## src/rtl/utlp_pkg.sv

```systemverilog
// Shared types and header constants for the PCIe completion path.
// Holds the request descriptor, the completer FSM states and the completion header DW builders.
package utlp_pkg;

  localparam logic [2:0] FMT_3DW_NODATA = 3'b000;
  localparam logic [2:0] FMT_3DW_DATA   = 3'b010;
  localparam logic [4:0] TYPE_CPL       = 5'b01010;
  localparam logic [2:0] CPL_SC         = 3'b000;
  localparam logic [2:0] CPL_UR         = 3'b001;

  typedef enum logic [1:0] {
    IDLE  = 2'd0,
    READ  = 2'd1,
    BEAT0 = 2'd2,
    BEAT1 = 2'd3
  } cpl_state_t;

  typedef struct packed {
    logic [7:0]  tag;
    logic [15:0] requester_id;
    logic [2:0]  tc;
    logic [1:0]  attr;
    logic [9:0]  len;
    logic [3:0]  first_be;
    logic [31:0] addr;
  } cpl_req_t;

  // DW0: fmt/type, TC, TD=EP=0, attr, AT=0, length
  function automatic logic [31:0] cpl_dw0(input logic [2:0] fmt, input logic [2:0] tc,
                                          input logic [1:0] attr, input logic [9:0] len);
    cpl_dw0 = {fmt, TYPE_CPL, 1'b0, tc, 4'b0000, 1'b0, 1'b0, attr, 2'b00, len};
  endfunction

  function automatic logic [31:0] cpl_dw1(input logic [15:0] cid, input logic [2:0] status,
                                          input logic [11:0] byte_count);
    cpl_dw1 = {cid, status, 1'b0, byte_count};
  endfunction

  function automatic logic [31:0] cpl_dw2(input logic [15:0] rid, input logic [7:0] tag,
                                          input logic [6:0] lower_addr);
    cpl_dw2 = {rid, tag, 1'b0, lower_addr};
  endfunction

endpackage

```

## src/rtl/cpl_be_decode.sv

```systemverilog
// First-DW byte-enable decode for completion headers.
// Yields the completion byte count and the byte offset of the first enabled byte.
module cpl_be_decode
  import utlp_pkg::*;
(
  input  logic [3:0]  first_be,
  output logic [11:0] byte_count,
  output logic [1:0]  lower_bits
);

  // byte count spans from the lowest to the highest enabled byte
  always_comb begin
    byte_count = 12'd1;
    casez (first_be)
      4'b1??1:                   byte_count = 12'd4;
      4'b01?1, 4'b1?10:          byte_count = 12'd3;
      4'b0011, 4'b0110, 4'b1100: byte_count = 12'd2;
      default:                   byte_count = 12'd1;
    endcase
  end

  // index of the lowest enabled byte; an empty mask points at byte 0
  always_comb begin
    lower_bits = 2'd0;
    casez (first_be)
      4'b???1: lower_bits = 2'd0;
      4'b??10: lower_bits = 2'd1;
      4'b?100: lower_bits = 2'd2;
      4'b1000: lower_bits = 2'd3;
      default: lower_bits = 2'd0;
    endcase
  end

endmodule

```

## src/rtl/tlp_cpl_tx.sv

```systemverilog
// Completion transmitter: answers single-DW memory reads with CplD, anything else with UR Cpl.
// Every AXI-Stream output is registered from the next-state view so beats hold steady under backpressure.
module tlp_cpl_tx
  import utlp_pkg::*;
#(
  parameter int REG_ADDR_WIDTH = 10
) (
  input  logic                      user_clk,
  input  logic                      user_reset,
  input  logic [15:0]               cfg_completer_id,
  input  logic                      req_valid,
  output logic                      req_ready,
  input  logic [7:0]                req_tag,
  input  logic [15:0]               req_requester_id,
  input  logic [2:0]                req_tc,
  input  logic [1:0]                req_attr,
  input  logic [9:0]                req_len,
  input  logic [3:0]                req_first_be,
  input  logic [31:0]               req_addr,
  output logic                      rd_en,
  output logic [REG_ADDR_WIDTH-1:0] rd_addr,
  input  logic [31:0]               rd_data,
  output logic [63:0]               s_axis_tx_tdata,
  output logic [7:0]                s_axis_tx_tkeep,
  output logic                      s_axis_tx_tlast,
  output logic                      s_axis_tx_tvalid,
  input  logic                      s_axis_tx_tready,
  output logic [3:0]                s_axis_tx_tuser
);

  cpl_state_t state_r, state_next_s;
  cpl_req_t   req_r, req_in_s;

  logic [31:0]               data_r, data_word_s;
  logic                      capture_pending_r;
  logic [63:0]               tdata_r, tdata_next_s;
  logic [7:0]                tkeep_r, tkeep_next_s;
  logic                      tlast_r, tlast_next_s;
  logic                      tvalid_r, tvalid_next_s;
  logic                      rd_en_r, rd_en_next_s;
  logic [REG_ADDR_WIDTH-1:0] rd_addr_r;
  logic                      accept_s, beat_hs_s, len_one_s;
  logic [11:0]               byte_count_s;
  logic [1:0]                lower_bits_s;
  logic [31:0]               dw0_s, dw1_s, dw2_s;
  logic                      unused_addr_s;

  assign req_in_s  = {req_tag, req_requester_id, req_tc, req_attr, req_len, req_first_be, req_addr};
  assign req_ready = (state_r == IDLE) && !user_reset;
  assign accept_s  = req_valid && req_ready;
  assign beat_hs_s = tvalid_r && s_axis_tx_tready;
  assign len_one_s = (req_r.len == 10'd1);

  // only the DW-offset bits of the latched address feed the header
  assign unused_addr_s = ^{req_r.addr[31:7], req_r.addr[1:0]};

  cpl_be_decode u_be_decode (
    .first_be   (req_r.first_be),
    .byte_count (byte_count_s),
    .lower_bits (lower_bits_s)
  );

  // header DWs for a successful CplD or an unsupported-request Cpl
  always_comb begin
    dw0_s = 32'h0;
    dw1_s = 32'h0;
    dw2_s = 32'h0;
    if (len_one_s) begin
      dw0_s = cpl_dw0(FMT_3DW_DATA, req_r.tc, req_r.attr, 10'd1);
      dw1_s = cpl_dw1(cfg_completer_id, CPL_SC, byte_count_s);
      dw2_s = cpl_dw2(req_r.requester_id, req_r.tag, {req_r.addr[6:2], lower_bits_s});
    end else begin
      dw0_s = cpl_dw0(FMT_3DW_NODATA, req_r.tc, req_r.attr, 10'd0);
      dw1_s = cpl_dw1(cfg_completer_id, CPL_UR, 12'd4);
      dw2_s = cpl_dw2(req_r.requester_id, req_r.tag, 7'd0);
    end
  end

  // on the first BEAT0 cycle the read data is still on the bus, afterwards it is held locally
  always_comb begin
    data_word_s = data_r;
    if (capture_pending_r) begin
      data_word_s = rd_data;
    end else begin
      data_word_s = data_r;
    end
  end

  // next-state decode
  always_comb begin
    state_next_s = state_r;
    case (state_r)
      IDLE: begin
        if (req_valid) state_next_s = READ;
        else           state_next_s = IDLE;
      end
      READ: state_next_s = BEAT0;
      BEAT0: begin
        if (beat_hs_s) state_next_s = BEAT1;
        else           state_next_s = BEAT0;
      end
      BEAT1: begin
        if (beat_hs_s) state_next_s = IDLE;
        else           state_next_s = BEAT1;
      end
      default: state_next_s = IDLE;
    endcase
  end

  // output values for the state being entered, registered below
  always_comb begin
    tvalid_next_s = 1'b0;
    tdata_next_s  = 64'h0;
    tkeep_next_s  = 8'h00;
    tlast_next_s  = 1'b0;
    rd_en_next_s  = accept_s && (req_len == 10'd1);
    case (state_next_s)
      BEAT0: begin
        tvalid_next_s = 1'b1;
        tdata_next_s  = {dw1_s, dw0_s};
        tkeep_next_s  = 8'hFF;
        tlast_next_s  = 1'b0;
      end
      BEAT1: begin
        tvalid_next_s = 1'b1;
        tlast_next_s  = 1'b1;
        if (len_one_s) begin
          tdata_next_s = {data_word_s, dw2_s};
          tkeep_next_s = 8'hFF;
        end else begin
          tdata_next_s = {32'h0, dw2_s};
          tkeep_next_s = 8'h0F;
        end
      end
      default: begin
        tvalid_next_s = 1'b0;
        tdata_next_s  = 64'h0;
        tkeep_next_s  = 8'h00;
        tlast_next_s  = 1'b0;
      end
    endcase
  end

  // state, descriptor and read-data registers
  always_ff @(posedge user_clk) begin
    if (user_reset) begin
      state_r           <= IDLE;
      req_r             <= '0;
      data_r            <= 32'h0;
      capture_pending_r <= 1'b0;
    end else begin
      state_r           <= state_next_s;
      capture_pending_r <= (state_r == READ);
      if (accept_s) begin
        req_r <= req_in_s;
      end
      if (capture_pending_r) begin
        data_r <= rd_data;
      end
    end
  end

  // registered interface outputs
  always_ff @(posedge user_clk) begin
    if (user_reset) begin
      tvalid_r  <= 1'b0;
      tdata_r   <= 64'h0;
      tkeep_r   <= 8'h00;
      tlast_r   <= 1'b0;
      rd_en_r   <= 1'b0;
      rd_addr_r <= {REG_ADDR_WIDTH{1'b0}};
    end else begin
      tvalid_r <= tvalid_next_s;
      tdata_r  <= tdata_next_s;
      tkeep_r  <= tkeep_next_s;
      tlast_r  <= tlast_next_s;
      rd_en_r  <= rd_en_next_s;
      if (accept_s) begin
        rd_addr_r <= req_addr[REG_ADDR_WIDTH+1:2];
      end
    end
  end

  assign s_axis_tx_tvalid = tvalid_r;
  assign s_axis_tx_tdata  = tdata_r;
  assign s_axis_tx_tkeep  = tkeep_r;
  assign s_axis_tx_tlast  = tlast_r;
  assign s_axis_tx_tuser  = 4'b0000;
  assign rd_en            = rd_en_r;
  assign rd_addr          = rd_addr_r;

endmodule

```

## config.mk

```make
export PLATFORM = sky130hd
export DESIGN_NAME = tlp_cpl_tx
export DESIGN_NICKNAME = d
export VERILOG_FILES = /design/src/rtl/utlp_pkg.sv /design/src/rtl/cpl_be_decode.sv /design/src/rtl/tlp_cpl_tx.sv
export SDC_FILE = /design/constraint.sdc
export NUM_CORES = 1
export LEC_CHECK = 0
export ABC_AREA = 1
export BUFFER_PORTS_ARGS = -buffer_cell sky130_fd_sc_hd__buf_4
export CORE_MARGIN = 1
export CORE_UTILIZATION = 49
export CTS_CLUSTER_SIZE = 40
export DETAILED_ROUTE_END_ITERATION = 10
export GPL_ROUTABILITY_DRIVEN = 0
export PLACE_DENSITY = 0.82
export SLEW_MARGIN = 20
export SYNTH_ARGS = -nofsm -noshare
export SYNTH_HDL_FRONTEND = slang
export SYNTH_HIERARCHICAL = 1
export SYNTH_SLANG_ARGS = --single-unit
```

## constraint.sdc

```tcl
create_clock -name user_clk -period 1.8 [get_ports user_clk]
set_clock_uncertainty 0.15 [all_clocks]
set_input_delay 0.09 -clock user_clk [delete_from_list [all_inputs] [get_ports user_clk]]
set_output_delay 0.09 -clock user_clk [all_outputs]
set_load 0.005 [all_outputs]
```

* After elaboration in Yosys (flattened, before gate mapping)
Index checks and enable logic that the tools add are counted.
Widths: inputs -> output; s select.
** Cells by class
- Mux-type cells :: 16
- Reductions and logical operators :: 9
- Equal/unequal tests :: 16
** Operators with widths (number)
- $pmux 64 s2 :: 1
- $mux 64 :: 1
- $mux 32 :: 1
- $mux 31 :: 1
- $eq 10x1->1 const B :: 2
- $pmux 8 s2 :: 1
- $mux 14 :: 1
- $eq 2x2->1 const B :: 6
- $pmux 3 s3 :: 1
- $eq 4x4->1 const B :: 2
- $mux 8 :: 1
- $pmux 2 s4 :: 1
- $mux 7 :: 1
- $eq 3x3->1 const B :: 2
- $pmux 2 s3 :: 1
- $eq 4x2->1 const B :: 1
- $eq 4x3->1 const B :: 1
- $logic_and 1x1->1 :: 4
- $mux 1 :: 4
- $reduce_or 2->1 :: 2
- $eq 3x2->1 const B :: 1
- $reduce_or 3->1 :: 1
- $eq 2x1->1 const B :: 1
- $logic_not 2->1 :: 1
- other kinds (2) :: 2
** Word-level totals
- Word-level logic and storage cells :: 57
- Input bits :: 127
- Output and inout bits :: 90
- Register bits after elaboration :: 170

* Depth between registers and ports, before layout
- Depth in word-level cells :: 6
- Depth in mapped cells :: 9
- Depth with buffers taken out :: 9

* Cells and area by module
The synthesis kept the hierarchy.
** Modules (own cells, without submodules)
- tlp_cpl_tx :: instances 1, area each 5580.4 um^2, cells each 697, sequential area each 3103.0 um^2
- cpl_be_decode :: instances 1, area each 170.2 um^2, cells each 34, sequential area each 0.0 um^2

* Worst setup path before layout
Ideal clock, no wire load.
- Kind :: reg-to-reg
- Start :: register, netlist name s_axis_tx_tkeep[3]
- End :: register tdata_r[12] (netlist: s_axis_tx_tdata[12])
- Data arrival time :: 1.176 ns
- Data required time :: 1.529 ns
- Path slack :: 0.353 ns
- Stages on the path, launching flop included :: 8
- Path buffers :: 0
- Setup time :: 0.121 ns
- Period minus slack after synthesis :: 1.447 ns
- Path through :: dfxtp_1 -> nand2_1 -> o21ai_2 -> nor2_4 -> nand2_4 -> inv_4 -> nand2_1 -> o21ai_0
** RTL lines
- to (signal assigned) :: RTL line tlp_cpl_tx.sv:174 : tdata_r <= tdata_next_s;
- to (decl) :: RTL line tlp_cpl_tx.sv:36 : logic [63:0] tdata_r, tdata_next_s;

* Final worst setup path
- Start :: register req_r[44] (netlist name)
- End :: register tdata_r[63] (netlist: s_axis_tx_tdata[63])
** On the way
- Word-level cells in the longest chain between the ends :: 3
** Ends and longest elaborated chain
- from (decl) :: RTL line tlp_cpl_tx.sv:32 : cpl_req_t req_r, req_in_s;
- from (signal assigned) :: RTL line tlp_cpl_tx.sv:155 : req_r <= req_in_s;
- $eq 10x1->1 :: RTL line tlp_cpl_tx.sv:52 : assign len_one_s = (req_r.len == 10'd1);
- $mux 64 :: RTL line tlp_cpl_tx.sv:127 : if (len_one_s) begin
- $pmux 64 s2 :: RTL line tlp_cpl_tx.sv:117 : case (state_next_s)
No other way between the ends.
A chain may end at the register's enable or synchronous reset.

==> flow_summary_export.csv <==
group,metric,value,unit
timing,max_freq,0.6037,GHz
global_route,grt_max_degree,63,
placed_design,pre_cts_ws,139.9,ps
worst_setup_path,crit_buf_inv,1,
min_path,hp-class,"primary input to flip-flop",
routing,antenna_left,0,
timing,min_period,1656,ps
logic_synthesis,synth.area.top_cells,"dfxtp_1, nand2_1, inv_1",
worst_setup_path,critPathKind,"flip-flop to flip-flop",
cts,cts_tree,"yes",
layout,insertedDiodeCount,0,
logic_synthesis,synth.top_cell.area_share,0.5396,
worst_setup_path,cp_slowest_cell,"dfxtp_1",
die,die_h,110.3,um
placed_design,io_buffer_count,189,
logic_synthesis,yosys.area.top_type,"dfxtp_1",
timing,rsz0062_at_grt,"false",
timing,slew_viol_final,0,
routing,avgViaCountPerCell,4.894,
cts,h-tree-depth,4,
cts,cts_inserted_buffers,17,
worst_setup_path,r2r_slack,140,ps
worst_setup_path,r2r.worst_path.cells,6,
worst_setup_path,worst_setup_path_end_kind,"flip-flop",
worst_setup_path,crit_family,"simple AND/OR/NAND/NOR gates",
worst_setup_path,cp_common_cell,"nand3_1",
cts,clkLatencyLatePin,410,ps
die,io_pins,217,
die,core,11420,um^2
logic_synthesis,yosys_warnings,6,
layout,final_area,8861,um^2
die,start_util,0.5036,
flow_run,cap_viol_max_count,0,
worst_setup_path,worstPathMaxFanout,15,
die,die-width,110.3,um
min_path,min_from,"s_axis_tx_tready",
worst_setup_path,cp.required,1990,ps
logic_synthesis,synth_ff_type,"dfxtp_1",
min_path,holdPathEnd,"state_r[1]$_SDFF_PP0_",
cts,clk_pin_slew,60,ps
timing,worst_slack,143.5,ps
worst_setup_path,worstReg2RegEnd,"s_axis_tx_tdata[63]$_SDFF_PP0_",
min_path,min_delay_path_depth,4,
power_and_ir_drop,vdd_drop_max,0.6016,mV
routing,drtPass1Iterations,5,
layout,drive_gt1_frac,0.2510,
die,die-area,12170,um^2
logic_synthesis,synthCells,731,
timing,final.setup.tns,0,ps
logic_synthesis,synth_area,5751,um^2
placed_design,dpl_cell_area,7167,um^2
layout,final_cells,1163,
routing,vias,5692,
global_route,grt_pass1_wl,26230,um
logic_synthesis,ys_types,28,
placed_design,hpwl,9365,um
status,status,"complete, no violations",
global_route,antenna_found_initial,0,
global_route,gr-total-overflow,0,
placed_design,dp.cells,1027,
global_route,grtUsageTotal,0.2874,
worst_setup_path,cp.depth,6,
logic_synthesis,ys_ff_latch,155,
routing,wl_per_cell,15.06,um
logic_synthesis,seq_area_frac_synth,0.5396,
worst_setup_path,startpoint_type,"flip-flop",
worst_setup_path,critPathMaxStageDelay,310,ps
cts,cts_root_buffer,"clkbuf_16",
timing,hold_viol_final,0,
layout,fin_nets,1135,
routing,drt-total-wl,17520,um
power_and_ir_drop,p_per_area,966.5,nW/um^2
worst_setup_path,cp_cell_sequence,"nor2_1 -> nand3_1 -> nor2_4 -> buf_4 -> nand3_1 -> a21oi_1",
die,rows,39,
global_route,grt_pass1_vias,5541,
logic_synthesis,synth-edff-count,0,
layout,area_growth,54.09,%
routing,dr.first_iter.drc_count,388,
layout,layout_common_cells,"buf_4, dfxtp_1, nand2_1",
timing,fin_crit_sh,0.9203,
cts,clk_path_buf_depth,2,
layout,final_common_cell,"buf_4",
logic_synthesis,syn_area_per_cell,7.867,um^2
cts,cts_num_sinks,155,
worst_setup_path,timing.rr.start,"req_r[44]$_SDFFE_PP0P_",
routing,drc,0,
worst_setup_path,arrival,1850,ps
logic_synthesis,synthArstFlopShare,0,
timing,setup_viol,0,
power_and_ir_drop,p_leak,4.062,nW
-- worst max path at each step --
stage / start / endpoint / slack [ps]
after detailed placement: state_r[0]$_SDFF_PP0_ / req_r[50]$_SDFFE_PP0P_ / 140
after floorplan: s_axis_tx_tkeep[3]$_SDFF_PP0_ / s_axis_tx_tdata[12]$_SDFF_PP0_ / 350
after global routing: state_r[1]$_SDFF_PP0_ / s_axis_tx_tdata[61]$_SDFF_PP0_ / 40
after global placement: state_r[0]$_SDFF_PP0_ / rd_addr[7]$_SDFFE_PP0P_ / 200
after CTS: user_reset / req_ready / 60
final: req_r[44]$_SDFFE_PP0P_ / s_axis_tx_tdata[63]$_SDFF_PP0_ / 140
-- registers in the layout, summed over array words and instances, names as in the netlist --
name	cells
capture_pending_r	1
req_r	47
rd_addr	6
s_axis_tx_tlast	1
s_axis_tx_tdata	63
rd_en	1
s_axis_tx_tkeep	2
data_r	32
state_r	2
-- logic make-up (layout without fill, tap and decap cells) --
group                  count (synthesis)  count (layout)  synth area share
other                                  2              14          0.001306
and+or+nand+nor                      284             284            0.2117
buffers and inverters                167             444            0.1312
DFF                                  155             155            0.5396
AOI/OAI and AO/OA                    123             123            0.1162
-- worst reg2reg max path, cell delays in order, from the launching register on --
cell     delay (ps)
dfxtp_1         310
nor2_1          140
nand3_1         130
nor2_4          270
buf_4           270
nand3_1         120
a21oi_1         180
-- layer usage --
metal	vias to the layer above	GRT usage	wire length (um)
met5	-	0	0
met4	0	0.1861	830
met3	70	0.05350	962
met2	235	0.5257	9177
met1	2614	0.2996	6549
li1	2773	-	-
-- metrics by stage --
step	util	total power, mW	hold WS [ps]
after CTS	0.7726	8.512	13.95
after detailed placement	0.6277	4.599	126.1
final	0.7760	8.564	32.46
after floorplan	-	4.237	16.24
after global placement	0.6277	4.575	127.8
after global routing	0.7760	8.867	58.44
-- synth_stat cells, drive strengths merged, types with 4 or more instances --
cell type / number
nor3: 4
clkbuf: 17
nand2: 151
a21oi: 53
inv: 108
nor4: 4
nor2: 103
dfxtp: 155
buf: 41
nand3: 21
a211oi: 19
o21ai: 50
-- power by group --
| part | total [mW] | internal (mW) | switching, mW |
|---|---|---|---|
| sequential | 3.68 | 3.60 | 0.0804 |
| combinational | 1.10 | 0.554 | 0.550 |
| clock | 3.78 | 2.38 | 1.40 |
| total | 8.56 | 6.53 | 2.03 |
-- final cells by class --
cell class | instances | area [um^2]
clock buffers | 19 | 452.9
clock inverters | 12 | 171.4
fillers | 739 | 2557
inverters | 109 | 414.1
multi-input cells | 421 | 1946
flip-flops and latches | 155 | 3104
well taps | 143 | 178.9
repair buffers | 304 | 2594
-- repair_timing --
| action | in CTS | in global routing |
|---|---|---|
| resized for setup | 0 | 3 |
| buffers inserted | 0 | 2 |
| hold buffers | 103 | 0 |
| hold endpoints to repair | 125 | 0 |
| setup endpoints to repair | 0 | 16 |
Power figures use the tool's default switching activity.
